--- src/rtl/csr_trap_seq_pkg.sv ---
// Shared CSR numbering, mstatus field positions and sequencer state encoding
// for the trap sequencer and the CSR register file.
package csr_trap_seq_pkg;

   localparam int unsigned CSR_WIDTH        = 2;
   localparam int unsigned CSR_NUMBER_WIDTH = 12;

   // Bit indices inside the one-hot CSR op vector
   localparam int unsigned CSR_OP_ECALL = 0;
   localparam int unsigned CSR_OP_MRET  = 1;

   localparam logic [CSR_NUMBER_WIDTH-1:0] CSR_MSTATUS = 12'h300;
   localparam logic [CSR_NUMBER_WIDTH-1:0] CSR_MTVEC   = 12'h305;
   localparam logic [CSR_NUMBER_WIDTH-1:0] CSR_MEPC    = 12'h341;
   localparam logic [CSR_NUMBER_WIDTH-1:0] CSR_MCAUSE  = 12'h342;

   localparam int unsigned MSTATUS_MIE    = 3;
   localparam int unsigned MSTATUS_MPIE   = 7;
   localparam int unsigned MSTATUS_MPP_LO = 11;
   localparam int unsigned MSTATUS_MPP_HI = 12;

   typedef enum logic [2:0] {
      IDLE      = 3'd0,
      EC_MEPC   = 3'd1,
      EC_MCAUSE = 3'd2,
      EC_MSTAT  = 3'd3,
      MR_MSTAT  = 3'd4,
      REDIR     = 3'd5
   } trap_state_e;

endpackage

--- src/rtl/csr_trap_seq_mstatus_xform.sv ---
// Trap-entry and trap-return rewrites of mstatus (MIE/MPIE/MPP fields only;
// every other bit passes through untouched).
module mstatus_xform
   import csr_trap_seq_pkg::*;
#(
   parameter int unsigned XLEN = 32
) (
   input  logic [XLEN-1:0] mstatus,
   output logic [XLEN-1:0] mstatus_entry,
   output logic [XLEN-1:0] mstatus_return
);

   always_comb begin
      // NOTE: full-vector defaults first so no path through the block can infer a latch.
      mstatus_entry  = mstatus;
      mstatus_return = mstatus;

      mstatus_entry[MSTATUS_MPIE]                  = mstatus[MSTATUS_MIE];
      mstatus_entry[MSTATUS_MIE]                   = 1'b0;
      mstatus_entry[MSTATUS_MPP_HI:MSTATUS_MPP_LO] = 2'b11;

      mstatus_return[MSTATUS_MIE]                   = mstatus[MSTATUS_MPIE];
      mstatus_return[MSTATUS_MPIE]                  = 1'b1;
      mstatus_return[MSTATUS_MPP_HI:MSTATUS_MPP_LO] = 2'b11;
   end

endmodule

--- src/rtl/csr_trap_seq.sv ---
// Serialises the multi-CSR updates of ecall/mret onto the single CSR write
// port, stalling upstream meanwhile, then redirects fetch and flushes.
module csr_trap_seq
   import csr_trap_seq_pkg::*;
#(
   parameter int unsigned         XLEN        = 32,
   parameter logic [XLEN-1:0]     ECALL_CAUSE = XLEN'(32'hb)
) (
   input  logic                        clk_i,
   input  logic                        rst,
   input  logic                        M_valid_i,
   input  logic [CSR_WIDTH-1:0]        M_csr_op_i,
   input  logic [XLEN-1:0]             M_pc_i,
   input  logic                        M_csr_we_i,
   input  logic [CSR_NUMBER_WIDTH-1:0] M_csr_addr_i,
   input  logic [XLEN-1:0]             M_csr_wdata_i,
   input  logic [XLEN-1:0]             csr_mstatus_i,
   input  logic [XLEN-1:0]             csr_mtvec_i,
   input  logic [XLEN-1:0]             csr_mepc_i,
   output logic                        MD_need_CSR_o,
   output logic [CSR_NUMBER_WIDTH-1:0] MD_csr_addr_o,
   output logic [XLEN-1:0]             MD_csr_valE_o,
   output logic                        stall_o,
   output logic                        flush_o,
   output logic                        redirect_valid_o,
   output logic [XLEN-1:0]             redirect_pc_o
);

   trap_state_e     state_q, state_d;
   logic [XLEN-1:0] pc_q;
   logic [XLEN-1:0] mstatus_q;
   logic [XLEN-1:0] target_q;
   logic            ecall_q;
   logic [XLEN-1:0] mstatus_entry;
   logic [XLEN-1:0] mstatus_return;
   logic            accept_ecall;
   logic            accept_mret;

   // ecall takes priority when both op bits are set
   assign accept_ecall = (state_q == IDLE) && M_valid_i && M_csr_op_i[CSR_OP_ECALL];
   assign accept_mret  = (state_q == IDLE) && M_valid_i && M_csr_op_i[CSR_OP_MRET]
                         && !M_csr_op_i[CSR_OP_ECALL];

   mstatus_xform #(.XLEN(XLEN)) u_mstatus_xform (
      .mstatus        (mstatus_q),
      .mstatus_entry  (mstatus_entry),
      .mstatus_return (mstatus_return)
   );

   always_ff @(posedge clk_i) begin
      // NOTE: non-blocking assignments so every register samples pre-edge values.
      if (rst) begin
         state_q   <= IDLE;
         pc_q      <= '0;
         mstatus_q <= '0;
         target_q  <= '0;
         ecall_q   <= 1'b0;
      end else begin
         state_q <= state_d;
         if (accept_ecall) begin
            pc_q      <= M_pc_i;
            mstatus_q <= csr_mstatus_i;
            target_q  <= csr_mtvec_i;
            ecall_q   <= 1'b1;
         end else if (accept_mret) begin
            mstatus_q <= csr_mstatus_i;
            target_q  <= csr_mepc_i;
            ecall_q   <= 1'b0;
         end
      end
   end

   always_comb begin
      state_d          = state_q;
      MD_need_CSR_o    = 1'b0;
      MD_csr_addr_o    = '0;
      MD_csr_valE_o    = '0;
      stall_o          = 1'b0;
      flush_o          = 1'b0;
      redirect_valid_o = 1'b0;
      redirect_pc_o    = '0;

      unique case (state_q)
         IDLE: begin
            if (accept_ecall) begin
               stall_o = 1'b1;
               state_d = EC_MEPC;
            end else if (accept_mret) begin
               stall_o = 1'b1;
               state_d = MR_MSTAT;
            end else if (M_valid_i) begin
               MD_need_CSR_o = M_csr_we_i;
               MD_csr_addr_o = M_csr_addr_i;
               MD_csr_valE_o = M_csr_wdata_i;
            end
         end
         EC_MEPC: begin
            MD_need_CSR_o = 1'b1;
            MD_csr_addr_o = CSR_MEPC;
            MD_csr_valE_o = pc_q;
            stall_o       = 1'b1;
            state_d       = EC_MCAUSE;
         end
         EC_MCAUSE: begin
            MD_need_CSR_o = 1'b1;
            MD_csr_addr_o = CSR_MCAUSE;
            MD_csr_valE_o = ECALL_CAUSE;
            stall_o       = 1'b1;
            state_d       = EC_MSTAT;
         end
         EC_MSTAT: begin
            MD_need_CSR_o = 1'b1;
            MD_csr_addr_o = CSR_MSTATUS;
            MD_csr_valE_o = mstatus_entry;
            stall_o       = 1'b1;
            state_d       = REDIR;
         end
         MR_MSTAT: begin
            MD_need_CSR_o = 1'b1;
            MD_csr_addr_o = CSR_MSTATUS;
            MD_csr_valE_o = mstatus_return;
            stall_o       = 1'b1;
            state_d       = REDIR;
         end
         REDIR: begin
            flush_o          = 1'b1;
            redirect_valid_o = 1'b1;
            // mtvec is honoured in direct mode only, so its mode bits are dropped
            redirect_pc_o    = ecall_q ? {target_q[XLEN-1:2], 2'b00} : target_q;
            state_d          = IDLE;
         end
         default: state_d = IDLE;
      endcase

      // Outputs are silent while reset is held, even though M inputs may be live
      if (rst) begin
         state_d          = IDLE;
         MD_need_CSR_o    = 1'b0;
         MD_csr_addr_o    = '0;
         MD_csr_valE_o    = '0;
         stall_o          = 1'b0;
         flush_o          = 1'b0;
         redirect_valid_o = 1'b0;
         redirect_pc_o    = '0;
      end
   end

endmodule

--- config.mk ---
export PLATFORM = sky130hd
export DESIGN_NAME = csr_trap_seq
export DESIGN_NICKNAME = d
export VERILOG_FILES = /design/src/rtl/csr_trap_seq_pkg.sv /design/src/rtl/csr_trap_seq_mstatus_xform.sv /design/src/rtl/csr_trap_seq.sv
export SDC_FILE = /design/constraint.sdc
export NUM_CORES = 1
export LEC_CHECK = 0
export CAP_MARGIN = 15
export CORE_MARGIN = 1
export CORE_UTILIZATION = 38
export DETAILED_ROUTE_END_ITERATION = 10
export HOLD_SLACK_MARGIN = 0.08
export PLACE_DENSITY = 0.79
export SLEW_MARGIN = 5
export SYNTH_ARGS = -nofsm -noshare
export SYNTH_HDL_FRONTEND = slang
export SYNTH_SLANG_ARGS = --single-unit
--- constraint.sdc ---
create_clock -name clk_i -period 1.7 [get_ports clk_i]
set_input_delay 0.34 -clock clk_i [delete_from_list [all_inputs] [get_ports clk_i]]
set_output_delay 0.34 -clock clk_i [all_outputs]
set_load 0.01 [all_outputs]
Word level (Yosys, flattened, before mapping)
Cells that the tools add are included.

operators by class
  equality and inequality tests = 6
  muxes and demuxes = 33
  reductions and logical operators = 9

operators by type and width
  kind                number
  $mux 32             10
  $pmux 32 s5         1
  $mux 12             4
  $pmux 12 s4         1
  $pmux 3 s4          1
  $mux 1              11
  $eq 3x2->1 const B  2
  $eq 3x3->1 const B  2
  $mux 3              2
  $logic_and 1x1->1   4
  $pmux 1 s2          2
  $reduce_or 4->1     1
  $eq 3x1->1 const B  1
  $logic_not 3->1     1
  $ne 3x3->1 const B  1
  $mux 2              1
  $reduce_bool 2->1   1
  $reduce_or 2->1     1
  $logic_not 1->1     1

word-level totals
  register bits = 100
  input bits = 178
  output and inout bits = 80

Logic depth before layout (Yosys ltp)
  depth in word-level cells = 8
  depth in mapped cells = 6

Cells and area by module
From an unflattened synthesis, not the netlist that was laid out.

second synthesis, totals
  cells, all modules = 796
  area, all modules = 6048.3 sq um

modules (own cells, without submodules)
  module         times used  cells each  area each (sq um)  sequential area each (sq um)
  csr_trap_seq   1           730         5560.3             2001.9
  mstatus_xform  1           66          488.0              0.0

Least setup slack after synthesis
No wires, ideal clock.

  path kind = register to output
  from = register state_q[0]
  to = output MD_csr_valE_o[11]
  arrival = 1494 ps
  path slack = -134 ps
  cell stages (with the launch flop) = 7
  buffers on the path = 3
  path through = dfxtp_1 > buf_2 > nor4b_4 > buf_2 > buf_2 > nand3_1 > a31oi_1

between the ends
  longest elaborated chain between the ends = 8
  elaborated cells on any way between the ends = 13

ends and longest elaborated chain
  item                    RTL line                                                    RTL
  from (decl)             csr_trap_seq.sv:29                                          trap_state_e state_q, state_d;
  from (signal assigned)  csr_trap_seq.sv:59                                          state_q <= state_d;
  $logic_not 3->1         csr_trap_seq.sv:40, csr_trap_seq.sv:41, csr_trap_seq.sv:83
  $logic_and 1x1->1       csr_trap_seq.sv:40, csr_trap_seq.sv:41
  $logic_and 1x1->1       csr_trap_seq.sv:41                                          assign accept_mret = (state_q == IDLE) && M_valid_i && M_csr_op_i[CSR_OP_MRET]
  $logic_and 1x1->1       csr_trap_seq.sv:42                                          && !M_csr_op_i[CSR_OP_ECALL];
  $mux 32                 csr_trap_seq.sv:88                                          end else if (accept_mret) begin
  $mux 32                 csr_trap_seq.sv:85                                          if (accept_ecall) begin
  $pmux 32 s5 (*)         csr_trap_seq.sv:83                                          unique case (state_q)
  $mux 32 (*)             csr_trap_seq.sv:136                                         if (rst) begin
  to (decl)               csr_trap_seq.sv:22                                          output logic [XLEN-1:0] MD_csr_valE_o,

Every way passes the cells marked *; elsewhere a longest branch is shown, timed or not.

Worst setup path after layout
  from = register state_q[2]
  to = output MD_csr_addr_o[4]

between the ends
  longest elaborated chain between the ends = 8
  elaborated cells on any way between the ends = 14

ends and longest elaborated chain
  item               RTL line                                                    RTL
  $logic_not 3->1    csr_trap_seq.sv:40, csr_trap_seq.sv:41, csr_trap_seq.sv:83
  $logic_and 1x1->1  csr_trap_seq.sv:40, csr_trap_seq.sv:41
  $logic_and 1x1->1  csr_trap_seq.sv:41
  $logic_and 1x1->1  csr_trap_seq.sv:42
  $mux 12            csr_trap_seq.sv:88
  $mux 12            csr_trap_seq.sv:85
  $pmux 12 s4 (*)    csr_trap_seq.sv:83
  $mux 12 (*)        csr_trap_seq.sv:136
  to (decl)          csr_trap_seq.sv:21                                          output logic [CSR_NUMBER_WIDTH-1:0] MD_csr_addr_o,

Marks and branches as above.

==> metrics.md <==
| Metric | Value |
|---|---|
| Status | `complete, but fails checks` |
| Failing checks | `negative setup slack` |
| Total core area | `13,880 µm²` |
| Rows | `43` |
| Tcrit/Tclk final | `133.9%` |
| # DRC | `0` |
| DP HPWL | `14.06 mm` |
| Crit path max-delay family | `simple AND/OR/NAND/NOR gates` |
| Synth Register Bits | `98` |
| Synth Instances | `712` |
| Max-slew violation count | `0` |
| Die Ht | `121.4 µm` |
| Total Routing Usage GR | `29.43%` |
| Via Count | `6,923` |
| Yosys warnings | `0` |
| Nets | `1,204` |
| H-tree depth | `3` |
| VDD IR max | `453.1 µV` |
| Top-area cell type share of the netlist area | `36.21%` |
| Post-Synthesis Net Count | `890` |
| DIE WIDTH | `121.4 µm` |
| First-pass GRT wire length | `34.00 mm` |
| Initial antenna violation count | `2` |
| Distinct cells, synth | `34` |
| Final Routed Wirelength | `23.28 mm` |
| Clk slew on worst S/H paths | `0.06 ns` |
| DR vias/cell | `5.726` |
| Crit Path Category | `reg2out` |
| Pre-antenna DRT Iters | `5` |
| Asr flop ratio synth | `0%` |
| # IOs | `258` |
| Worst hold slack | `0.4160 ns` |
| CP Max Fanout | `6` |
| GR Overflow Total | `0` |
| Pwr/cell area | `756.6 nW/µm²` |
| CP Launch Type | `register` |
| Slowest-stage cell, CP | `or4b_4` |
| Worst path bufs/invs | `3` |
| Largest net degree at the start of global routing | `96` |
| Routed len/inst | `19.25 µm` |
| Clock Latency Late Sink | `0.34 ns` |
| CTS tree | `done` |
| Crit path arrival time | `1.94 ns` |
| R2r setup slk | `-0.30 ns` |
| Die area | `14,740 µm²` |
| Clock buffer depth | `2` |
| Area growth, synth to finish | `86.37%` |
| Least-Margin Pin Slew | `0.9645 ns` |
| Cell Area, Synth | `5418 µm²` |
| Final TNS setup | `-54.81 ns` |
| CTS Sinks | `98` |
| Initial core utilization | `39.03%` |
| CP required | `1.36 ns` |
| Synth area leaders | `dfxtp_1 (36%), nand3_1 (15%), a21oi_1 (9.1%)` |
| CTS Hold Bufs | `0` |
| Number of synthesized flops with an enable pin | `0` |
| Layout cells sized above 1 | `36.64%` |
| Ant. Diodes | `0` |
| Hold WC Path Type | `in2reg` |
| Fin crit period | `2.277 ns` |
| Most numerous cell in the Yosys netlist | `nand3_1` |
| Worst slew margin | `35.70%` |
| Synth cell count leaders | `nand3_1 (159), a21oi_1 (99), dfxtp_1 (98)` |
| Synth Flop Type | `dfxtp_1` |
| Worst Setup End Kind | `output pin` |
| Root Buffer | `clkbuf_16` |
| Sequential area share after synthesis | `36.21%` |
| Setup WS post-layout | `-0.5770 ns` |
| CP most frequent cell | `buf_6` |
| Final hold vios | `0` |
| Critical-path cell list | `or4b_4, nor2_4, buf_6, buf_6, and3_4, buf_6` |
| Filler cell count | `1,027` |
| Fmax | `439.2 MHz` |
| I/O Buffers | `255` |
| RSZ-0062 raised after global routing | `true` |
| Cell accounting for the most synthesized area | `dfxtp_1` |
| Starting DRT DRC Count | `491` |
| Vias in the first global route | `6,698` |
| TritonCTS Buffers | `9` |
| Synthesized area per cell | `7.609 µm²` |
| CP peak stage delay | `0.56 ns` |
| Final ANT Viol Nets | `0` |
| Gpl congestion | `0.8330` |
| Pleak | `3.653 nW` |
| Final Power | `0.007640 W` |
| Final setup viols | `176` |
| Max cap viols | `0` |
| Clock skew | `0.004239 ns` |
==> cell families (layout without fill, tap and decap cells) <==
group | Yosys count | after routing | share of synthesized area (%)
DFF | 98 | 98 | 36.21
and+or+nand+nor | 227 | 227 | 22.96
muxes | 27 | 27 | 5.612
AOI/OAI and AO/OA | 267 | 267 | 27.30
xor gates and xnor gates | 1 | 1 | 0.1617
buffers and inverters | 92 | 409 | 7.760
==> power by group <==
group | switching, W | internal, W | total, W
registers | 0.000138 | 0.00251 | 0.00265
clock network | 0.000826 | 0.00102 | 0.00185
logic | 0.00149 | 0.00166 | 0.00315
total | 0.00245 | 0.00519 | 0.00764
==> through the flow <==
stage               worst slack, ns  util [%]  std cells  instance area [µm²]
global placement            -0.9100     62.27       1126                 8643
CTS                         -0.6099     69.59       1190                 9659
global route                -0.6194     72.74       1209                10100
detailed placement          -0.9418     62.27       1126                 8643
floorplan                  -0.08048         -        712                 5648
finish                      -0.5770     72.74       1209                10100
==> routing by layer <==
metal	vias up	global-route usage (%)	routed length (µm)
li1	3250	-	-
met1	3291	33.51	8911
met2	322	52.73	11800
met3	56	6.297	1916
met4	4	12.11	621
met5	-	0	24
==> area by class of cell <==
cell class / count / area, µm² / share of cell area, %
multi-input combinational: 522 / 3702 / 36.67
sequential: 98 / 1973 / 19.54
tap: 180 / 225.2 / 2.230
clock buffer: 14 / 254.0 / 2.515
timing repair buffer: 393 / 3935 / 38.97
inverter: 2 / 7.507 / 0.07435
==> cell usage in the layout (no fill, tap or decap), types with 3 or more instances in the layout <==
cell             instances
and2_1                  30
nand3_4                  7
nor2_4                   3
buf_2                   40
a21oi_1                 66
o21ai_0                 57
buf_12                  15
buf_6                   53
clkbuf_16               14
nor2_1                   3
nor3b_1                  3
mux2_4                  14
clkbuf_1                 4
dfxtp_1                 95
and3_4                   8
mux2_2                  13
a22oi_2                 26
clkdlybuf4s50_1        172
buf_4                   71
buf_8                    3
clkdlybuf4s15_2         31
a31oi_1                 32
dfxtp_4                  3
a21oi_2                 33
nand3_2                 22
o21ai_1                 40
nand3_1                130
==> worst min-delay path, delay by kind of cell <==
family	cells	cell delay (ns)
buffers and inverters	2	0.32
AO/OA/AOI/OAI	1	0.05
==> registers in the layout (all words and copies together) (netlist names) <==
| name | flops |
|---|---|
| pc_q | 32 |
| mstatus_q | 30 |
| target_q | 32 |
| state_q | 3 |
| ecall_q | 1 |
==> worst paths after layout <==
check	start	endpoint	cells after the start
hold / removal	rst	pc_q[3]$_SDFFE_PP0P_	3
hold reg to reg	pc_q[25]$_SDFFE_PP0P_	pc_q[25]$_SDFFE_PP0P_	2
setup reg to reg	state_q[2]$_SDFFE_PP0P_	mstatus_q[29]$_SDFFE_PP0P_	4
setup / recovery	state_q[2]$_SDFFE_PP0P_	MD_csr_addr_o[4]	6
==> repair_timing <==
item	CTS	global route
resized for setup	411	58
endpoints found under the setup margin	175	177
gates cloned	4	6
hold endpoints to repair	0	0
pin swaps	30	55
buffers inserted	47	21
No activity file was read; power rests on OpenSTA's default activity.
